==> config.mk <==
export PLATFORM = sky130hd
export DESIGN_NAME = shifter_to_left_seq
export DESIGN_NICKNAME = d
export VERILOG_FILES = /design/src/rtl/shifter_to_left_seq.sv
export SDC_FILE = /design/constraint.sdc
export NUM_CORES = 1
export LEC_CHECK = 0
export ABC_AREA = 1
export CORE_UTILIZATION = 44
export CTS_CLUSTER_DIAMETER = 40
export DETAILED_ROUTE_END_ITERATION = 8
export PLACE_DENSITY = 0.77
export SYNTH_ARGS = -nofsm -noshare
export SYNTH_HDL_FRONTEND = slang
export SYNTH_SLANG_ARGS = --single-unit
==> constraint.sdc <==
create_clock -name clk -period 1.6 [get_ports clk]
set_clock_uncertainty 0.1 [all_clocks]
set_input_delay 0.32 -clock clk [delete_from_list [all_inputs] [get_ports clk]]
set_output_delay 0.32 -clock clk [all_outputs]
set_load 0.03 [all_outputs]
==> src/rtl/shifter_to_left_seq.sv <==
// Multi-cycle left shifter/rotator: moves the operand one bit per clock and
// reports the last bit pushed out of the MSB on carry_out.
module shifter_to_left_seq #(
    parameter int WIDTH = 8,
    parameter int CNT_W = 3
) (
    input  logic             clk,
    input  logic             reset,
    input  logic             start,
    input  logic             rotate,
    input  logic [CNT_W-1:0] shift_amt,
    input  logic [WIDTH-1:0] in_bit,
    output logic [WIDTH-1:0] out_bit,
    output logic             carry_out,
    output logic             busy,
    output logic             done,
    output logic [1:0]       state_dbg
);

    typedef enum logic [1:0] {
        IDLE  = 2'd0,
        SHIFT = 2'd1,
        DONE  = 2'd2
    } state_e;

    state_e             state_q;
    state_e             state_d;
    logic [WIDTH-1:0]   data_q;
    logic [CNT_W-1:0]   count_q;
    logic               mode_q;
    logic               carry_q;

    // Handshake: start is taken only while busy=0 (IDLE); busy stays high
    // through SHIFT and DONE, and done pulses for one cycle with the result.
    always_ff @(posedge clk or posedge reset) begin
        if (reset) begin
            state_q <= IDLE;
        end else begin
            state_q <= state_d;
        end
    end

    always_comb begin
        state_d = state_q;
        case (state_q)
            IDLE: begin
                if (start) begin
                    state_d = (shift_amt != '0) ? SHIFT : DONE;
                end
            end
            SHIFT: begin
                if (count_q == CNT_W'(1)) begin
                    state_d = DONE;
                end
            end
            DONE:    state_d = IDLE;
            default: state_d = IDLE;
        endcase
    end

    always_ff @(posedge clk or posedge reset) begin
        if (reset) begin
            data_q  <= '0;
            count_q <= '0;
            mode_q  <= 1'b0;
            carry_q <= 1'b0;
        end else begin
            case (state_q)
                IDLE: begin
                    if (start) begin
                        data_q  <= in_bit;
                        count_q <= shift_amt;
                        mode_q  <= rotate;
                        carry_q <= 1'b0;
                    end
                end
                SHIFT: begin
                    // In rotate mode the outgoing MSB re-enters at bit 0.
                    carry_q <= data_q[WIDTH-1];
                    data_q  <= {data_q[WIDTH-2:0], mode_q & data_q[WIDTH-1]};
                    count_q <= count_q - CNT_W'(1);
                end
                default: ;
            endcase
        end
    end

    assign out_bit   = data_q;
    assign carry_out = carry_q;
    assign busy      = (state_q != IDLE);
    assign done      = (state_q == DONE);
    assign state_dbg = state_q;

endmodule
# Word level (Yosys, flattened, before mapping)
# Cells that the tools add are included.
totals:
  output_inout_bits: 13
  in_bits: 15
  wordCells: 29
  register_bits: 15
op_classes:
  n_reduce_logical: 7
  n_eq_ne: 5
  n_bitwise: 1
  muxes: 10
  add_sub_neg: 1
ops:
  columns: ["operator", "n"]
  rows:
  - ["$pmux 8 s2", 1]
  - ["$mux 8", 1]
  - ["$mux 2", 3]
  - ["$pmux 3 s2", 1]
  - ["$reduce_and 2->1", 3]
  - ["$ne 2x2->1 const B", 2]
  - ["$pmux 2 s2", 1]
  - ["$reduce_bool 2->1", 2]
  - ["$eq 3x1->1 const B", 1]
  - ["$mux 3", 1]
  - ["$reduce_bool 3->1", 1]
  - ["$sub 3x1->3 const B", 1]
  - ["$eq 2x1->1 const B", 1]
  - ["$eq 2x2->1 const B", 1]
  - ["$logic_not 2->1", 1]
  - ["$pmux 1 s2", 1]
  - ["$and 1x1->1", 1]
  - ["$mux 1", 1]

# Logic depth before layout (Yosys ltp)
logic_depth:
  word_depth: 4
  depth_mapped: 8
  mapped_depth_nobuf: 8

# Worst setup path after synthesis
# No wires, ideal clock.
synth_timing:
  kind: "register -> output"
  start: "register state_q[1], in the netlist state_dbg[1]"
  end: "output done"
  setup_slack_ns: -0.088
  arrival_time_ns: 1.268
  path_buffers: 1
  required_ns: 1.180
  stages_incl_launch_ff: 4
  cell_sequence: "dfrtp_1 inv_2 buf_6 nor2_1"
synth_between:
  elab_chain_len: 1
synth_lines:
  columns: ["element", "line_no", "source"]
  rows:
  - ["start, declared", "26", "state_e state_q;"]
  - ["start signal, assigned", "39", "state_q <= state_d;"]
  - ["$eq 2x2->1", "91", "assign done = (state_q == DONE);"]
  - ["end, declared", "16", "output logic done,"]
# No other way between the ends.

# Worst setup path after layout
# Ends and elaborated chain as after synthesis.

==> impl_metrics.toml <==
[status]
outcome = "finished, final reports clean"

[grt]
antenna_found_initial = 0
track_usage_pct = 21.6
grt_max_degree = 16
grt-ovfl-total = 0
grt_pass1_wl_um = 3240
grt_pass1_vias = 741

[floorplanning]
rows = 15
die_height_um = 46.3
dieArea_mm2 = 0.00214
io-pin-count = 28
coreArea_mm2 = 0.00178
floorplan.initialDensity_pct = 48.4
die_w_um = 46.3

[cells_and_area]
final_util_pct = 66.9
postLayoutCellArea_mm2 = 0.00119
finalNetCount = 174
area_delta_synth_final_pct = 38.3
drive_gt1_share_pct = 15.4
diodes = 0

[clock_tree]
clk_pin_slew_ns = 0.10
post_cts_buffers = 0
root_buffer = "clkbuf_4"
cts.sinks = 15
cts_tree = "yes"
clockBufferDepth = 2
numCtsBuffers = 3
holdBufCountCts = 0
clkLatencyLatePin_ns = 0.29
cts_max_level = 1

[sta]
relSlewSlack_pct = 80.0
timing.hold.ws_ns = 0.223
hold_viol_final = 0
fin_tns_setup_ns = 0
rsz0062_at_grt = "false"
fin_crit_ns = 1.54
clock.fmax_mhz = 648
finalSetupViolations = 0
worst_pin_slew_ns = 0.301
fin_ws_ns = 0.0564
slew_viol_final = 0
period_share_pct = 96.5

[pwr]
leakage_uw = 0.000683
vdd_drop_max_v = 0.00107
p_per_area_mw_per_mm2 = 2140

[critical_path]
cp.required_ns = 1.18
worstSetupStartpointType = "flip-flop"
path_class = "reg2out"
ff2ff_setup_slack_ns = 0.27
path_max_fanout = 12
worstSetupEndpointType = "output port"
reg2reg_depth = 5
rr_startpoint = "state_dbg[0]"
cpPeakStageDelay_ns = 0.48
arrival_ns = 1.12
crit_chain = "inv_4 > nor2_2 > buf_4"
timing.rr.end = "count_q[0]"
critPathSlowestCell = "dfrtp_2"

[synth]
yosys_most_used_dff = "dfrtp_1"
ys_seq_elements = 15
synth-edff-count = 0
ys_warn_count = 0
syn_inst = 122
syn_area_um2 = 863
synth_nets = 139
synth_area_leaders = "dfrtp_1 43%, nand2_1 29%, nand3_1 6.4%"
yosysUniqueCellTypes = 15
yosysSeqAreaShare_pct = 43.5
async_reset_ff_share_pct = 100
yosysMostFrequentCell = "nand2_1"
yosys.area.top_type = "dfrtp_1"
synth_top_area_share_pct = 43.5
syn_area_per_cell_um2 = 7.08
synth_common_cells = "66 x nand2_1, 15 x dfrtp_1, 11 x inv_1, 11 x nand3_1"

[placement]
portBuffers = 27
gp_congestion = 0.763
place_ws_ns = 0.140
dpl-instance-area_mm2 = 0.00117
dp_hpwl_um = 1400

[worst_hold_path]
hp-class = "in2async"

[route]
wirelength_um = 1960
ant_nets = 0
drt_first_pass_iters = 5
wl_per_cell_um = 10.8
drc = 0
drt-vias-per-instance = 4.65
dr_total_vias = 841
drt_iter0_markers = 24

[flow_run]
maxCapViolCount = 0
==> per-stage QoR <==
step	power (uW)	cells
6_report	2560	181
5_1_grt	2820	181
4_1_cts	2550	181
3_5_place_dp	2390	177
3_3_place_gp	2350	177
2_1_floorplan	1870	122
==> flip-flops by register name, indices dropped and copies added (netlist names) <==
| register | flops |
|---|---|
| mode_q | 1 |
| state_dbg | 2 |
| carry_out | 1 |
| out_bit | 8 |
| count_q | 3 |
==> critical path, delay by kind of cell (launching register included) <==
kind	cells	cell delay, ns
AND/OR/NAND/NOR	1	0.04
flip-flops	1	0.48
buffers and inverters	2	0.32
==> cell type report <==
class                      instances  area (um2)
clock buffer                       4        26.3
fill                             163         589
inverter                          14        55.1
multi-input combinational         90         409
sequential                        15         378
tap                               25        31.3
timing repair buffer              33         294
==> power by group <==
part | internal [uW] | total, uW | switching (uW)
logic | 568 | 1590 | 1020
registers | 572 | 745 | 173
clock network | 96.8 | 226 | 130
total | 1240 | 2560 | 1320
==> metal layers <==
layer | global-route usage, % | vias to the layer above | wire length (um)
li1 | - | 435 | -
met1 | 28.9 | 374 | 931
met2 | 33.5 | 28 | 909
met3 | 4.71 | 4 | 87
met4 | 8.82 | 0 | 28
met5 | 0 | - | 0
==> cell families after synthesis <==
group / after synthesis / synth area share, %
fa+ha+maj: 2 / 2.90
flops: 15 / 43.5
simple gates: 85 / 40.6
compound gates: 3 / 3.04
buf+inv: 17 / 10.0
==> timing repair <==
action | in CTS | in global routing
setup endpoints to repair | 10 | 3
pin swaps | 0 | 1
resized for setup | 10 | 3
gates cloned | 0 | 0
==> worst max path at each step <==
| stage | from | end | slack (ns) | cells past startpoint |
|---|---|---|---|---|
| 4_1_cts | state_dbg[1] | done | 0.01 | 3 |
| 5_1_grt | state_dbg[1] | busy | 0.002 | 3 |
| 3_5_place_dp | start | count_q[2] | 0.14 | 5 |
| 3_3_place_gp | out_bit[2] | out_bit[2] | 0.14 | 1 |
| 2_1_floorplan | state_dbg[1] | done | 0.05 | 3 |
| 6_report | state_dbg[1] | done | 0.06 | 3 |
==> layout by cell type (no fill, tap or decap), types with 2 or more instances in the layout <==
| cell type | instances |
|---|---|
| clkbuf_4 | 3 |
| nand2_2 | 2 |
| ha_1 | 2 |
| clkdlybuf4s50_1 | 14 |
| dfrtp_2 | 2 |
| nand3_1 | 11 |
| inv_2 | 2 |
| nand2_1 | 66 |
| dfrtp_1 | 13 |
| buf_4 | 10 |
| dlygate4sd2_1 | 9 |
| inv_1 | 11 |
| nor2_4 | 2 |
| nor2_1 | 2 |
(Power assumes the default switching activity.)
